`src/rtl/pipe_ctrl_pkg.sv`:
```
// Shared CPU header: exception causes, control-op encodings, controller states and the
// default exception vector.
package pipe_ctrl_pkg;

    localparam logic [2:0] ISA_EXP_NO_EXP     = 3'd0;
    localparam logic [2:0] ISA_EXP_UNDEF_INSN = 3'd1;
    localparam logic [2:0] ISA_EXP_MISALIGN   = 3'd2;
    localparam logic [2:0] ISA_EXP_BUS_ERR    = 3'd3;
    localparam logic [2:0] ISA_EXP_SYSCALL    = 3'd4;
    localparam logic [2:0] ISA_EXP_BREAK      = 3'd5;

    localparam logic [1:0] CTRL_OP_NONE  = 2'd0;
    localparam logic [1:0] CTRL_OP_ERET  = 2'd1;
    localparam logic [1:0] CTRL_OP_FENCE = 2'd2;

    localparam logic [31:0] EXP_VECTOR_DEFAULT = 32'h0000_0004;

    typedef enum logic {
        StRun = 1'b0,
        StExc = 1'b1
    } pipe_state_e;

endpackage

```
`src/rtl/pipe_ctrl.sv`:
```
// Pipeline hazard/exception controller: per-stage stall and flush, fetch redirect, and
// the saved exception PC/cause across the RUN/EXC state machine.
module pipe_ctrl
    import pipe_ctrl_pkg::*;
#(
    parameter logic [31:0] EXP_VECTOR = EXP_VECTOR_DEFAULT
) (
    input  logic        clk,
    input  logic        reset,
    input  logic        if_busy,
    input  logic        mem_busy,
    input  logic        ld_hazard,
    input  logic        br_taken,
    input  logic [31:0] br_addr,
    input  logic        mem_en,
    input  logic [31:0] mem_pc,
    input  logic [2:0]  mem_exp_code,
    input  logic [1:0]  mem_ctrl_op,
    output logic        if_stall,
    output logic        id_stall,
    output logic        ex_stall,
    output logic        mem_stall,
    output logic        if_flush,
    output logic        id_flush,
    output logic        ex_flush,
    output logic        mem_flush,
    output logic        set_pc,
    output logic [31:0] new_pc,
    output logic [31:0] epc,
    output logic [2:0]  exp_code,
    output logic        in_exc
);

    pipe_state_e state;

    logic       global_stall;
    logic       exc_req;
    logic       eret_req;
    logic       take_exc;
    logic       do_eret;
    logic [2:0] cause;

    assign global_stall = if_busy | mem_busy;
    assign exc_req      = mem_en & (mem_exp_code != ISA_EXP_NO_EXP);
    assign eret_req     = mem_en & (mem_ctrl_op == CTRL_OP_ERET) & ~exc_req;
    // An ERET outside an exception handler is itself an illegal instruction.
    assign take_exc     = exc_req | (eret_req & (state == StRun));
    assign do_eret      = eret_req & (state == StExc);
    assign cause        = exc_req ? mem_exp_code : ISA_EXP_UNDEF_INSN;

    always_comb begin
        if_stall  = 1'b0;
        id_stall  = 1'b0;
        ex_stall  = 1'b0;
        mem_stall = 1'b0;
        if_flush  = 1'b0;
        id_flush  = 1'b0;
        ex_flush  = 1'b0;
        mem_flush = 1'b0;
        set_pc    = 1'b0;
        new_pc    = 32'h0;
        if (global_stall) begin
            if_stall  = 1'b1;
            id_stall  = 1'b1;
            ex_stall  = 1'b1;
            mem_stall = 1'b1;
        end else if (take_exc) begin
            if_flush  = 1'b1;
            id_flush  = 1'b1;
            ex_flush  = 1'b1;
            mem_flush = 1'b1;
            set_pc    = 1'b1;
            new_pc    = EXP_VECTOR;
        end else if (do_eret) begin
            if_flush  = 1'b1;
            id_flush  = 1'b1;
            ex_flush  = 1'b1;
            mem_flush = 1'b1;
            set_pc    = 1'b1;
            new_pc    = epc;
        end else if (ld_hazard) begin
            // Branch in ID is dropped; it re-resolves once the load-use bubble clears.
            if_stall = 1'b1;
            id_flush = 1'b1;
        end else if (br_taken) begin
            if_flush = 1'b1;
            set_pc   = 1'b1;
            new_pc   = br_addr;
        end
    end

    always_ff @(posedge clk or posedge reset) begin
        if (reset) begin
            state    <= StRun;
            epc      <= 32'h0;
            exp_code <= ISA_EXP_NO_EXP;
            in_exc   <= 1'b0;
        end else if (!global_stall) begin
            if (take_exc) begin
                state    <= StExc;
                epc      <= mem_pc;
                exp_code <= cause;
                in_exc   <= 1'b1;
            end else if (do_eret) begin
                state  <= StRun;
                in_exc <= 1'b0;
            end
        end
    end

endmodule

```
`config.mk`:
```
export PLATFORM = sky130hd
export DESIGN_NAME = pipe_ctrl
export DESIGN_NICKNAME = d
export VERILOG_FILES = /design/src/rtl/pipe_ctrl_pkg.sv /design/src/rtl/pipe_ctrl.sv
export SDC_FILE = /design/constraint.sdc
export NUM_CORES = 1
export LEC_CHECK = 0
export ABC_CLOCK_PERIOD_IN_PS = 6000
export CAP_MARGIN = 20
export CORE_MARGIN = 2
export CORE_UTILIZATION = 39
export CTS_CLUSTER_DIAMETER = 80
export DETAILED_ROUTE_END_ITERATION = 8
export PLACE_DENSITY_LB_ADDON = 0.25
export RECOVER_POWER = 100
export SYNTH_ARGS = -nofsm -noshare
export SYNTH_HDL_FRONTEND = slang
export SYNTH_SLANG_ARGS = --single-unit
```
`constraint.sdc`:
```
create_clock -name clk -period 6 [get_ports clk]
set_input_delay 1.8 -clock clk [delete_from_list [all_inputs] [get_ports clk]]
set_output_delay 1.8 -clock clk [all_outputs]
set_load 0.02 [all_outputs]
```
# Word level (Yosys, flattened, before mapping)
# Cells that the tools add are included.
# totals
reg_bits,36
in_bits,76
output_inout_bits,77
elab_cells,42
# classes
n_eq_ne,1
muxes,24
bitwise_logic,10
n_reduce_logical,4
# ops
operator,n
two-way mux 32 bit,5
two-way mux 1 bit,18
AND 1 bit,5
AND reduction 2 bit,2
two-way mux 3 bit,1
NOT 1 bit,3
nonzero test 3 bit,1
== test 2 x 1 -> 1 bit (second input constant),1
OR 1 bit,2
nonzero test 2 bit,1

# Logic depth before layout (Yosys ltp)
# logic_depth
ltp_word,8
depth_mapped,7
mapped_depth_nobuf,4

# Worst setup path before layout
# OpenSTA, ideal clock, no wires.
# synth_path
kind,input to output
start,input port mem_busy
end,output port set_pc
t_arrival_ns,3.485
required_time_ns,4.200
setup_slack_ns,0.715
cell_stages,5
n_path_buf,2
cell_sequence,nor2_1 inv_2 clkbuf_1 o21ai_0 buf_4
# synth_between
elab_chain_cells,2
# synth_lines
element,line,text
from (decl),pipe_ctrl.sv:11,"input logic mem_busy,"
OR 1 bit,pipe_ctrl.sv:43,assign global_stall = if_busy | mem_busy;
two-way mux 1 bit,n/a,
to (decl),pipe_ctrl.sv:27,"output logic set_pc,"
# Every way passes these cells.

# Final worst setup path
# layout_path
start,input port mem_exp_code[0]
end,output port id_flush
# layout_between
elab_chain_cells,8
word_cells_on_any_way,10
classes_between,3 x mux; 6 x bitwise; 1 x reduce/logical
# layout_lines
element,line,text
from (decl),pipe_ctrl.sv:17,"input logic [2:0] mem_exp_code,"
nonzero test 3 bit *,pipe_ctrl.sv:44,assign exc_req = mem_en & (mem_exp_code != ISA_EXP_NO_EXP);
AND 1 bit *,pipe_ctrl.sv:44,
NOT 1 bit,pipe_ctrl.sv:45,assign eret_req = mem_en & (mem_ctrl_op == CTRL_OP_ERET) & ~exc_req;
AND 1 bit,pipe_ctrl.sv:45,
"AND 1 bit, on equally long branches","pipe_ctrl.sv:48, pipe_ctrl.sv:47",
two-way mux 1 bit or OR 1 bit (tied branches),"pipe_ctrl.sv:74, pipe_ctrl.sv:47",
two-way mux 1 bit *,pipe_ctrl.sv:67,end else if (take_exc) begin
two-way mux 1 bit *,pipe_ctrl.sv:62,if (global_stall) begin
to (decl),pipe_ctrl.sv:24,"output logic id_flush,"
# Every way passes the cells marked *; elsewhere a longest branch is shown, timed or not.

==> flow_metrics.py <==
metrics = {
    "status": {
        "status": "finished with violations",
        "failed_checks": "capacitance limit, slew limit",
    },
    "power": {
        "p_leak_nw": 1.53,
        "p_total_mw": 0.876,
        "powerDensity_nw_per_um2": 220,
        "vdd.ir_drop.worst_v": 0.000157,
    },
    "worst_setup_path": {
        "r2r_setup_slack_ns": 3.67,
        "cp_data_arrival_time_ns": 4.11,
        "critPathLaunchType": "input port",
        "path_class": "input port to output port",
        "cp_max_fo": 17,
        "cp_data_required_time_ns": 4.20,
        "critPathCaptureType": "output port",
    },
    "logic_synthesis": {
        "ys_seq_area_frac": 0.400,
        "syn_area_sq_um": 2250,
        "yosysWarnings": 0,
        "ys_async_sr_fraction": 1.00,
        "syn_inst": 225,
        "avgSynthCellArea_sq_um": 10.0,
        "synthesis.nets": 301,
        "synth_edf_count": 0,
        "ys.flop_type": "dfrtp_1",
        "synth_cell_type_count": 32,
        "ys_seq_elements": 36,
    },
    "routing": {
        "wirelength_mm": 7.58,
        "vias": 2502,
        "drc_errors": 0,
        "via_per_inst": 5.67,
        "ant_nets": 0,
        "firstDrtPassIters": 4,
        "wire_per_inst_um": 17.2,
        "drt_first_iter_violations": 108,
    },
    "clocking": {
        "cts_tree": "yes",
        "cts-root-buf": "clkbuf_8",
        "cts_hold_buf": 0,
        "clock_path_buffers": 2,
        "postCtsSetupBuffers": 0,
        "cts.clk_slew.worst_paths_ns": 0.07,
        "cts.sinks": 36,
        "htree_num_levels": 2,
        "insertion_delay_ns": 0.28,
        "cts_buffers": 5,
        "cts_resized": 0,
    },
    "sta": {
        "relSlewSlack": -0.311,
        "rsz0062_at_grt": "false",
        "setup_viol": 0,
        "fin_setup_tns_ns": 0,
        "max_freq_mhz": 169,
        "min_period_over_period": 0.985,
        "tightest_slew_ns": 1.97,
        "period_minus_slack_ns": 5.91,
        "fin_skew_ns": 0.00380,
        "finalWorstSetupSlack_ns": 0.0890,
        "final_hold_viol_count": 0,
        "hold_ws_ns": 0.503,
        "slew_violations": 37,
    },
    "floorplanning": {
        "coreArea_sq_um": 5540,
        "pin_count": 153,
        "die_w_um": 80.0,
        "chipHeight_um": 80.0,
        "num_rows": 27,
        "initial_utilization": 0.407,
        "dieArea_sq_um": 6400,
    },
    "cells_and_area": {
        "fill_cells": 436,
        "regArea_sq_um": 901,
        "layout-drive-gt1-share": 0.157,
        "fin_nets": 444,
        "final_cell_mix": "77 x clkdlybuf4s50_1, 75 x dlygate4sd3_1, 36 x dfrtp_1",
        "mostFrequentLayoutCell": "clkdlybuf4s50_1",
        "multi_input_area_sq_um": 1180,
        "synthToLayoutAreaGrowth_pct": 77.0,
        "diodes": 0,
    },
    "grt": {
        "grtUsageTotal": 0.243,
        "grt_max_degree": 37,
        "antenna_found_initial": 0,
        "grt_pass1_vias": 2434,
        "grt_overflow": 0,
        "grt_pass1_wl_mm": 12.2,
    },
    "placed_design": {
        "dp_hpwl_mm": 5.56,
        "portBuffers": 152,
        "gp_congestion": 0.802,
        "preCtsSetupSlack_ns": 0.121,
    },
    "run": {
        "max_cap_viol_count": 1,
    },
    "hold_path": {
        "hold_class": "register to register",
    },
}
[per-layer routing]
layer,track usage,wire (um),vias up
li1,-,-,1155
met1,0.307,3060,1191
met4,0.0864,214,0
met3,0.0667,678,16
met2,0.396,3630,140
met5,0,0,-
[cell usage after synthesis, types with 2 or more instances]
cell type / number / area share
buf_6: 3 / 0.015
o211ai_1: 31 / 0.10
clkbuf_1: 22 / 0.037
inv_1: 3 / 0.0050
nor2_1: 3 / 0.0050
nand3_1: 32 / 0.071
dfrtp_1: 36 / 0.40
o21ai_0: 3 / 0.0067
a21oi_1: 2 / 0.0044
o31ai_1: 2 / 0.0067
a211oi_1: 31 / 0.10
mux2_2: 31 / 0.15
nand2_1: 2 / 0.0033
buf_2: 2 / 0.0044
buf_4: 5 / 0.017
[stage by stage]
step                      instances  area, sq um   util
after global placement          433         3870  0.698
after CTS                       441         4000  0.721
after detailed placement        433         3870  0.698
after global routing            441         3990  0.720
final                           441         3990  0.720
after floorplan                 225         2250      -
[registers in the layout, summed over array words and instances, names as in the netlist]
register / cells
epc: 32
exp_code: 3
state: 1
[critical path, cell delays in order]
cell and delay [ns]:
clkdlybuf4s50_1 0.45, or3_1 0.42, buf_4 0.22, o211ai_4 0.27, buf_4 0.27, o21ai_0 0.11
clkdlybuf4s50_1 0.55
[power breakdown]
group	leakage [nW]	switching [mW]	internal, mW	total, mW
clock network	0.0645	0.0847	0.147	0.231
registers	0.424	0.0343	0.291	0.325
logic	1.04	0.153	0.165	0.319
[final timing paths]
check	from	to	depth (start not counted)
max	mem_exp_code[0]	id_flush	7
min	exp_code[1]	exp_code[1]	1
min in group asynchronous	reset	epc[18]	3
min reg2reg	exp_code[1]	exp_code[1]	1
max reg2reg	state	epc[7]	4
max in group asynchronous	reset	epc[11]	3
[cell families (layout without fill, tap and decap cells)]
group | Yosys count | in the layout | synth area share
AOI/OAI and AO/OA | 75 | 75 | 0.253
and+or+nand+nor | 44 | 44 | 0.102
buffers and inverters | 37 | 181 | 0.0816
DFF | 36 | 36 | 0.400
muxes | 33 | 33 | 0.164
[final cells by class]
class	count	area share
sequential	36	0.226
tap	72	0.0226
clock inverter	1	0.00753
inverter	4	0.00377
multi-input combinational	152	0.295
clock buffer	7	0.0242
timing repair buffer	169	0.421
Note: power is estimated with default switching activity, not from simulation.
